File: config.mk
export PLATFORM = sky130hd
export DESIGN_NAME = mag_frame_unpacker_flat
export DESIGN_NICKNAME = d
export VERILOG_FILES = /design/src/rtl/mag_frame_unpacker_pkg.sv /design/src/rtl/mag_frame_unpacker_if.sv /design/src/rtl/mag_frame_unpacker_byte_timeout_ctr.sv /design/src/rtl/mag_frame_unpacker.sv /design/src/flat_wrapper.sv
export SDC_FILE = /design/constraint.sdc
export NUM_CORES = 1
export LEC_CHECK = 0
export CORE_MARGIN = 5
export CORE_UTILIZATION = 30
export CTS_BUF_LIST = sky130_fd_sc_hd__clkbuf_16
export DETAILED_ROUTE_END_ITERATION = 12
export RECOVER_POWER = 25
export SLEW_MARGIN = 20
export SYNTH_ARGS = -nofsm -noshare
export SYNTH_HDL_FRONTEND = slang
export SYNTH_SLANG_ARGS = --single-unit
File: constraint.sdc
create_clock -name clk -period 5.8 [get_ports clk]
set_clock_uncertainty 0.1 [all_clocks]
set_input_delay 0.58 -clock clk [delete_from_list [all_inputs] [get_ports clk]]
set_output_delay 0.58 -clock clk [all_outputs]
set_load 0.1 [all_outputs]
File: src/rtl/mag_frame_unpacker_pkg.sv
// +-----------------------------------------------------------------------+
// | mag_frame_pkg - shared frame constants and state encoding (Rev 1.0)   |
// +-----------------------------------------------------------------------+
`default_nettype none

package mag_frame_pkg;
  localparam int          FRAME_BYTES    = 10;
  localparam int          TIMEOUT_CYCLES = 255;
  localparam logic [7:0]  SYNC_BYTE      = 8'h4D;
  localparam logic [7:0]  TRAILER_HEAD   = 8'hA2;
  localparam logic [7:0]  TRAILER_FILL   = 8'hAA;
  // Bytes 4..9 of a frame, byte 4 in the low bits.
  localparam logic [47:0] TRAILER_WORD   = {{5{TRAILER_FILL}}, TRAILER_HEAD};

  typedef enum logic [1:0] {
    ST_IDLE = 2'd0,
    ST_REQ  = 2'd1,
    ST_WAIT = 2'd2,
    ST_DONE = 2'd3
  } frame_state_e;
endpackage

`default_nettype wire

File: src/rtl/mag_frame_unpacker_if.sv
// +-----------------------------------------------------------------------+
// | mag_frame_unpacker_if - SRAM byte handshake and frame outputs (Rev 1.0)|
// +-----------------------------------------------------------------------+
`default_nettype none

interface mag_frame_unpacker_if;
  import mag_frame_pkg::*;

  logic                       start;
  logic [7:0]                 d_read;
  logic                       byte_valid;
  logic                       next_byte;
  logic [8*FRAME_BYTES-1:0]   mag_data;
  logic [23:0]                timestamp;
  logic                       frame_valid;
  logic                       sync_err;
  logic                       timeout_err;
  logic                       busy;

  modport master (
    input  start, d_read, byte_valid,
    output next_byte, mag_data, timestamp, frame_valid, sync_err, timeout_err, busy
  );

  modport slave (
    output start, d_read, byte_valid,
    input  next_byte, mag_data, timestamp, frame_valid, sync_err, timeout_err, busy
  );
endinterface

`default_nettype wire

File: src/rtl/mag_frame_unpacker_byte_timeout_ctr.sv
// +-----------------------------------------------------------------------+
// | byte_timeout_ctr - 8-bit saturating wait counter (Rev 1.0)            |
// +-----------------------------------------------------------------------+
`default_nettype none

module byte_timeout_ctr
  import mag_frame_pkg::*;
#(
  parameter int LIMIT = TIMEOUT_CYCLES
) (
  input  logic clk,
  input  logic reset,
  input  logic clear,
  input  logic inc,
  output logic expired
);
  localparam logic [7:0] LIM    = 8'(LIMIT);
  localparam logic [7:0] LIM_M1 = 8'(LIMIT - 1);

  logic [7:0] count;

  always_ff @(posedge clk or posedge reset) begin
    if (reset) begin
      count <= '0;
    end else if (clear) begin
      count <= '0;
    end else if (inc && (count != 8'hFF)) begin
      count <= count + 8'd1;
    end
  end

  // High in the cycle whose increment reaches the limit, so the caller can act on the same edge.
  assign expired = (count == LIM) || (inc && (count == LIM_M1));
endmodule

`default_nettype wire

File: src/rtl/mag_frame_unpacker.sv
// +-----------------------------------------------------------------------+
// | mag_frame_unpacker - reads one 10-byte frame back from SRAM (Rev 1.0) |
// | MAG_TRAILER_CHECK_EN: also validate trailer bytes 4..9 at DONE.       |
// +-----------------------------------------------------------------------+
`default_nettype none

module mag_frame_unpacker
  import mag_frame_pkg::*;
#(
  parameter int TIMEOUT = TIMEOUT_CYCLES
) (
  input  logic                 clk,
  input  logic                 reset,
  mag_frame_unpacker_if.master bus
);
  localparam logic [1:0] S_IDLE   = ST_IDLE;
  localparam logic [1:0] S_REQ    = ST_REQ;
  localparam logic [1:0] S_WAIT   = ST_WAIT;
  localparam logic [1:0] S_DONE   = ST_DONE;
  localparam logic [3:0] LAST_IDX = 4'(FRAME_BYTES - 1);

  logic [1:0]                state;
  logic [3:0]                idx;
  logic [8*FRAME_BYTES-1:0]  shadow;
  logic [8*FRAME_BYTES-1:0]  shadow_next;
  logic [8*FRAME_BYTES-1:0]  mag_data;
  logic                      frame_valid;
  logic                      sync_err;
  logic                      timeout_err;
  logic                      busy;
  logic                      trailer_ok;
  logic                      expired;

  always_comb begin
    shadow_next = shadow;
    shadow_next[{idx, 3'b000} +: 8] = bus.d_read;
  end

`ifdef MAG_TRAILER_CHECK_EN
  assign trailer_ok = (shadow_next[79:32] == TRAILER_WORD);
`else
  assign trailer_ok = 1'b1;
`endif

  byte_timeout_ctr #(
    .LIMIT (TIMEOUT)
  ) u_timeout (
    .clk     (clk),
    .reset   (reset),
    .clear   (state == S_REQ),
    .inc     ((state == S_WAIT) && !bus.byte_valid),
    .expired (expired)
  );

  always_ff @(posedge clk or posedge reset) begin
    if (reset) begin
      state       <= S_IDLE;
      idx         <= '0;
      shadow      <= '0;
      mag_data    <= '0;
      frame_valid <= 1'b0;
      sync_err    <= 1'b0;
      timeout_err <= 1'b0;
      busy        <= 1'b0;
    end else begin
      frame_valid <= 1'b0;
      sync_err    <= 1'b0;
      timeout_err <= 1'b0;
      case (state)
        S_IDLE: begin
          // busy still set here means an error pulse is showing; drop it before accepting START.
          if (busy) begin
            busy <= 1'b0;
          end else if (bus.start) begin
            state  <= S_REQ;
            idx    <= '0;
            shadow <= '0;
            busy   <= 1'b1;
          end
        end
        S_REQ: begin
          state <= S_WAIT;
        end
        S_WAIT: begin
          if (bus.byte_valid) begin
            shadow <= shadow_next;
            if ((idx == 4'd0) && (bus.d_read != SYNC_BYTE)) begin
              sync_err <= 1'b1;
              state    <= S_IDLE;
            end else if (idx == LAST_IDX) begin
              // Commit on entry to DONE so the new word and its pulse appear together.
              state <= S_DONE;
              if (trailer_ok) begin
                mag_data    <= shadow_next;
                frame_valid <= 1'b1;
              end else begin
                sync_err <= 1'b1;
              end
            end else begin
              idx   <= idx + 4'd1;
              state <= S_REQ;
            end
          end else if (expired) begin
            timeout_err <= 1'b1;
            state       <= S_IDLE;
          end
        end
        S_DONE: begin
          state <= S_IDLE;
          busy  <= 1'b0;
        end
        default: begin
          state <= S_IDLE;
        end
      endcase
    end
  end

  assign bus.next_byte   = (state == S_REQ);
  assign bus.mag_data    = mag_data;
  assign bus.timestamp   = mag_data[31:8];
  assign bus.frame_valid = frame_valid;
  assign bus.sync_err    = sync_err;
  assign bus.timeout_err = timeout_err;
  assign bus.busy        = busy;
endmodule

`default_nettype wire

File: src/flat_wrapper.sv
// flat-port wrapper written by rule: the top's interface ports become plain ports
module mag_frame_unpacker_flat import mag_frame_pkg::*;
#(
  parameter int TIMEOUT = TIMEOUT_CYCLES
)
  (clk, reset, bus_start, bus_d_read, bus_byte_valid, bus_next_byte, bus_mag_data, bus_timestamp, bus_frame_valid, bus_sync_err, bus_timeout_err, bus_busy);
  mag_frame_unpacker_if bus_i ();
  input  logic clk;
  input  logic reset;
  input wire logic [$bits(bus_i.start)-1:0] bus_start;
  input wire logic [$bits(bus_i.d_read)-1:0] bus_d_read;
  input wire logic [$bits(bus_i.byte_valid)-1:0] bus_byte_valid;
  output wire logic [$bits(bus_i.next_byte)-1:0] bus_next_byte;
  output wire logic [$bits(bus_i.mag_data)-1:0] bus_mag_data;
  output wire logic [$bits(bus_i.timestamp)-1:0] bus_timestamp;
  output wire logic [$bits(bus_i.frame_valid)-1:0] bus_frame_valid;
  output wire logic [$bits(bus_i.sync_err)-1:0] bus_sync_err;
  output wire logic [$bits(bus_i.timeout_err)-1:0] bus_timeout_err;
  output wire logic [$bits(bus_i.busy)-1:0] bus_busy;
  assign bus_i.start = bus_start;
  assign bus_i.d_read = bus_d_read;
  assign bus_i.byte_valid = bus_byte_valid;
  assign bus_next_byte = bus_i.next_byte;
  assign bus_mag_data = bus_i.mag_data;
  assign bus_timestamp = bus_i.timestamp;
  assign bus_frame_valid = bus_i.frame_valid;
  assign bus_sync_err = bus_i.sync_err;
  assign bus_timeout_err = bus_i.timeout_err;
  assign bus_busy = bus_i.busy;
  mag_frame_unpacker #(.TIMEOUT(TIMEOUT)) u_core (.clk(clk), .reset(reset), .bus(bus_i));
endmodule
==> impl_metrics.csv, run 1 <==
group,metric,value,unit
pwr,power_frac_seq,0.421,
global_route,met2_usage,0.223,
synthesis,ys_warn_count,0,
routing,drc_errors,0,
synthesis,ys_top_cells_by_area,"dfrtp_1, nand2_1, a22o_1",
critical_path,start_kind,"register",
critical_path,reg2reg_depth,7,
critical_path,worstSetupEndpointType,"register",
critical_path,criticalPathCategory,"register to register",
layout,multiInputGateArea,0.00339,sq mm
hold_path,hp-class,"register to register",
critical_path,worst-path-buf-inv,2,
synthesis,synthAdderAreaFrac,0.0150,
clock_tree,post_cts.repair.setup_buffers,0,
critical_path,path_cells,"inv_1 -> ha_1 -> nand3b_1 -> or2_2 -> clkinv_2 -> and3_1 -> a221o_1",
layout,regArea,0.00445,sq mm
die,core.rowCount,61,
timing,finalHoldViolations,0,
layout,final_cell_mix,"dfrtp_1, nand2_1, clkdlybuf4s50_1",
global_route,antenna_found_initial,0,
die,die_y,177,um
critical_path,r2r_end,"u_core.bus.mag_data[16]",
clock_tree,clock_latency,0.44,ns
flow_run,max-cap-violations,1,
routing,via_count,6524,
die,dieArea,0.0312,sq mm
global_route,grt_use_met3,0.0335,
critical_path,crit_cells,7,
pwr,clock_power_share,0.349,
global_route,overflow,0,
synthesis,synth-xor-area-share,0.00315,
critical_path,r2r_start,"u_core.idx[1]",
layout,num-fill-cells,2783,
layout,fin_util,0.370,
pwr,switching_share,0.348,
routing,dr.pass1.iters,6,
synthesis,synth_mux_area_frac,0.0241,
layout,layout_commonest_cell,"dfrtp_1",
placement,dp_slack,2.09,ns
timing,period_needed,3.92,ns
synthesis,synth_ff_type,"dfrtp_1",
routing,viasPerCell,5.18,
layout,nNetsFinal,892,
clock_tree,clock_sinks,178,
global_route,grt_first_pass_wirelength,36900,um
layout,fin_area,0.0102,sq mm
pwr,power.internal,2.04,mW
layout,drive_gt1_frac,0.0703,
clock_tree,cts-root-buf,"clkbuf_16",
synthesis,netlist_instances,808,
synthesis,synth_top_area_share,0.534,
timing,post-route-period-util,0.675,
synthesis,synth_fp_nets,830,
pwr,p_leak,4.35,nW
synthesis,synth_top_family_by_area,"compound AO/OA/AOI/OAI gates",
critical_path,critPathLaunch,"u_core.idx[1]",
critical_path,path_delay_family,"simple AND/OR/NAND/NOR gates",
pwr,p_per_area,306,mW/mm^2
routing,wl_per_cell,18.2,um
critical_path,max_stage_delay,0.96,ns
clock_tree,clk_path_buf_depth,2,
synthesis,synth_compound_area_frac,0.201,
timing,max_freq,0.255,GHz
pwr,totalPowerFinal,3.13,mW
critical_path,critPathArrivalTime,4.14,ns
clock_tree,post_cts_resized,0,
global_route,grtUsageTotal,0.148,
pwr,p_comb_frac,0.229,
clock_tree,cts_made_buffers,17,
outcome,violations,"max-capacitance violations, max-slew violations",
synthesis,synth-simple-area-share,0.163,
routing,totalWireLength,23000,um
synthesis,synth_cell_types,61,
critical_path,cp.required,6.02,ns
critical_path,cpMaxStageDelayCell,"clkinv_2",
placement,postPlaceCellArea,0.00967,sq mm
timing,tns,0,ns
synthesis,netlist_area,0.00834,sq mm
timing,setup_viol,0,
pwr,p_sw,1.09,mW
routing,drtIter0Drc,545,
synthesis,synth_top_area_cell,"dfrtp_1",
synthesis,synth_seq_cells,178,
timing,worst_slack,1.88,ns
timing,rsz0062_at_grt,"no",
timing,max_slew.worst_pin.slew,1.99,ns
die,die_x,177,um
clock_tree,cts.clk_slew.worst_paths,0.07,ns
synthesis,ys_seq_area_frac,0.534,
synthesis,synthArstFlopShare,1.00,
global_route,first_global_vias,6530,
global_route,busiest_layer,"met2",
placement,place.port_buffers,120,
layout,num_antenna_cells,0,
die,core_area,0.0276,sq mm
die,start_util,0.302,
die,io_pins,121,
pwr,peakVddDrop,199,uV
global_route,grt_max_degree,102,
placement,hpwl,15000,um
critical_path,cp-endpoint,"u_core.bus.mag_data[16]",
critical_path,crit_path_max_fanout,68,
synthesis,synth.avg_cell_area,10.3,sq um
timing,relSlewSlack,-0.326,
layout,area_growth,22.4,%
clock_tree,cts_tree,"yes",
timing,slew_viol_final,38,
routing,ant_nets,0,
clock_tree,htreeDepth,4,
critical_path,ff2ff_setup_slack,1.88,ns
placement,gp_congestion,0.837,
synthesis,synth_edf_count,0,
clock_tree,ctsHoldBuffers,0,
global_route,met1_usage,0.211,
outcome,status,"finished with violations",
==> final cells by class <==
type	count	share of cell area
clock buffer	17	0.0417
clock inverter	14	0.0120
inverter	11	0.00466
multi-input combinational	529	0.332
sequential	178	0.436
tap	378	0.0463
timing repair buffer	133	0.127
==> routing by layer <==
| layer | vias to the layer above | share of wire |
|---|---|---|
| met5 | - | 0 |
| met4 | 0 | 0.025 |
| met3 | 38 | 0.046 |
| met2 | 165 | 0.45 |
| met1 | 3253 | 0.48 |
| li1 | 3068 | - |
==> synth_stat cells, types with 2 or more instances <==
master	count
o2bb2ai_1	16
o211ai_1	26
a32o_1	9
nor3_1	5
nor3b_1	3
a2111oi_2	2
a22o_1	32
inv_1	10
and4_1	3
o21ai_1	3
xnor2_1	3
nand2b_1	4
o31ai_1	4
nand2_1	120
a31o_2	3
nand4_1	28
and3_1	16
buf_2	23
nor2_1	32
or3b_2	2
a21o_1	15
and2_0	2
and2_1	6
nand3_1	36
nor3_2	3
nor4bb_1	2
buf_1	8
a21oi_1	8
o21ai_0	51
mux2i_1	19
buf_4	24
clkbuf_1	35
nor2b_1	3
ha_1	10
dfrtp_1	178
a211oi_1	2
a31oi_1	13
nor4b_1	2
a221o_1	22
o211a_1	4
==> through the flow <==
stage	std cells	hold slack, ns
after floorplan	808	0.356
after global placement	1229	0.369
after detailed placement	1229	0.373
after CTS	1260	0.387
after global routing	1260	0.398
final	1260	0.376
==> power by group through the flow <==
stage	Clock, mW	Sequential, mW	Combinational [mW]
2_1_floorplan	0	1.36	0.517
3_3_place_gp	0	1.34	0.706
3_5_place_dp	0	1.34	0.714
4_1_cts	1.12	1.32	0.717
5_1_grt	1.17	1.33	0.781
6_report	1.09	1.32	0.716
==> worst min-delay path, delay by kind of cell (launching register included) <==
kind             cells  cell delay [ns]
flip-flops           1             0.34
AO/OA/AOI/OAI        1             0.06
AND/OR/NAND/NOR      1             0.04
==> cells by family after synthesis <==
logic type	Yosys count
flops	178
simple gates	276
mux	20
buf+inv	101
fa+ha+maj	10
compound gates	220
xor+xnor	3
==> state kept, by name (all words and copies together), names as in the netlist <==
name,flops
u_core.bus.busy,1
u_core.idx,4
u_core.bus.sync_err,1
u_core.bus.timeout_err,1
u_core.bus.frame_valid,1
u_core.shadow,80
u_core.bus.mag_data,80
u_core.state,2
u_core.u_timeout.count,8
==> worst min-delay path by stage <==
stage	from	endpoint	slack, ns	cells after the start
after floorplan	u_core.shadow[72]	u_core.shadow[72]	0.36	1
after CTS	u_core.bus.mag_data[56]	u_core.bus.mag_data[56]	0.39	2
after global placement	u_core.bus.mag_data[56]	u_core.bus.mag_data[56]	0.37	2
after detailed placement	u_core.shadow[79]	u_core.shadow[79]	0.37	1
final	u_core.bus.mag_data[56]	u_core.bus.mag_data[56]	0.38	2
after global routing	u_core.shadow[79]	u_core.shadow[79]	0.40	1
Note: power is estimated with default switching activity, not from simulation.
==> run 2, diff against run 1 <==
- clock period: 5.8 -> 4 ns (I/O delays scaled with it)
==> run 2 against run 1 <==
Net effect:
- largest power group unchanged
- register-to-register slack worse by 0.98 ns
- worst setup slack worse by 0.98 ns
- cell count up 0.95%
- die area unchanged
- sequential share of layout area decreased by 0.72 points
- design area rose by 1.7%
- the flow still finishes with violations (max-capacitance violations, max-slew violations)
- worst hold slack improved by 0.0046 ns
- first-iteration DRC count fell by 7.9%
- critical endpoint is now u_core.shadow[66]
- core utilization up 0.62 points
- non-clock buffer count grew 11
- global-route usage increased by 0.33 points
- critical path depth down 1
==> impl_metrics.csv, run 2 (same netlist as run 1, synthesis figures left out) <==
group,metric,value,unit
outcome,status,"finished with violations",
outcome,violations,"max-capacitance violations, max-slew violations",
critical_path,cp.required,4.23,ns
pwr,totalPowerFinal,4.68,mW
die,core_area,0.0276,sq mm
die,die_x,177,um
routing,drc_errors,0,
global_route,antenna_found_initial,0,
routing,wl_per_cell,18.4,um
clock_tree,cts_made_buffers,17,
global_route,grt_max_degree,70,
clock_tree,cts.clk_slew.worst_paths,0.08,ns
timing,setup_viol,0,
layout,regArea,0.00445,sq mm
layout,top_regs,"u_core.bus.mag_data: 80 flops, u_core.shadow: 80 flops, u_core.u_timeout.count: 8 flops",
clock_tree,ctsHoldBuffers,0,
routing,viasPerCell,5.17,
die,io_pins,121,
global_route,overflow,0,
die,die_y,177,um
pwr,peakVddDrop,264,uV
pwr,p_per_area,451,mW/mm^2
timing,slew_viol_final,41,
clock_tree,post_cts.repair.setup_buffers,0,
layout,num_antenna_cells,0,
global_route,grt_first_pass_wirelength,37500,um
clock_tree,htreeDepth,4,
placement,hpwl,15600,um
die,core.rowCount,61,
layout,layout_commonest_cell,"dfrtp_1",
clock_tree,clock_latency,0.44,ns
layout,area_growth,24.4,%
global_route,grtUsageTotal,0.151,
die,start_util,0.302,
placement,place.port_buffers,120,
timing,holdWs,0.380,ns
critical_path,worstSetupEndpointType,"register",
placement,postPlaceCellArea,0.00979,sq mm
timing,period_needed,3.10,ns
layout,drive_gt1_frac,0.0828,
timing,rsz0062_at_grt,"no",
critical_path,start_kind,"register",
placement,gp_congestion,0.818,
routing,via_count,6580,
die,dieArea,0.0312,sq mm
timing,max_slew.worst_pin.slew,1.95,ns
timing,max_freq,0.323,GHz
pwr,p_leak,4.44,nW
flow_run,max-cap-violations,1,
timing,finalHoldViolations,0,
clock_tree,cts_tree,"yes",
global_route,first_global_vias,6541,
layout,multiInputGateArea,0.00340,sq mm
layout,final_cell_mix,"dfrtp_1, nand2_1, clkdlybuf4s50_1",
hold_path,hp-class,"register to register",
timing,tns,0,ns
critical_path,criticalPathCategory,"register to register",
routing,ant_nets,0,
layout,fin_area,0.0104,sq mm
layout,num-fill-cells,2810,
clock_tree,clock_sinks,178,
layout,nNetsFinal,903,
routing,drtIter0Drc,502,
routing,dr.pass1.iters,5,
critical_path,critPathArrivalTime,3.33,ns
clock_tree,clk_path_buf_depth,2,
timing,relSlewSlack,-0.309,
clock_tree,post_cts_resized,0,
timing,post-route-period-util,0.775,
critical_path,crit_path_max_fanout,19,
clock_tree,cts-root-buf,"clkbuf_16",
routing,totalWireLength,23500,um
==> run 2: changes by cell type in the layout (fill, tap and decap cells not counted), moves of 2 or more <==
cell and delta:
buf_4 +8, inv_6 -4, buf_12 +3, clkinv_2 -2, clkinv_8 +2, inv_8 +2
==> run 2: worst paths after layout <==
kind / from / to / slack, ns / depth (start not counted)
setup / recovery: u_core.idx[0] / u_core.shadow[66] / 0.90 / 6
hold reg to reg: u_core.bus.mag_data[56] / u_core.bus.mag_data[56] / 0.38 / 2
hold / removal: u_core.bus.mag_data[56] / u_core.bus.mag_data[56] / 0.38 / 2
min in group asynchronous: reset / u_core.bus.frame_valid / 0.82 / 2
setup reg to reg: u_core.idx[0] / u_core.shadow[66] / 0.90 / 6
max in group asynchronous: reset / u_core.bus.mag_data[56] / 1.56 / 4
==> run 2: power by group <==
part	switching, mW	total (mW)	leakage (nW)	internal [mW]
Sequential	0.0606	1.91	2.48	1.85
Clock	0.805	1.70	0.286	0.892
Combinational	0.763	1.07	1.68	0.308
Total	1.63	4.68	4.44	3.05
==> run 2: layout make-up <==
class	count	area share
Multi-Input combinational cell	529	0.327
Tap cell	378	0.0456
Clock buffer	17	0.0410
Timing Repair Buffer	144	0.136
Sequential cell	178	0.429
Clock inverter	15	0.0166
Inverter	11	0.00410
==> run 2: metal layers <==
metal / part of all wire / vias to the layer above / GRT usage
met5: 0 / - / 0
met4: 0.020 / 0 / 0.0455
met3: 0.049 / 31 / 0.0329
met2: 0.47 / 186 / 0.233
met1: 0.46 / 3266 / 0.214
li1: - / 3097 / -
==> run 2: worst max-delay path: stages (launching register included) <==
cell and delay (ns):
dfrtp_1 0.57, inv_1 0.23, ha_1 0.57, nor3b_1 0.16, o21ai_1 0.71, nor2_1 0.34
a22o_1 0.32
==> run 2: metrics by stage <==
| step | cells | worst slack, ns | utilization |
|---|---|---|---|
| after floorplan | 808 | 1.22 | - |
| after global placement | 1240 | 1.09 | 0.354 |
| after detailed placement | 1240 | 0.989 | 0.354 |
| after CTS | 1272 | 0.890 | 0.376 |
| after global routing | 1272 | 0.606 | 0.376 |
| final | 1272 | 0.900 | 0.376 |
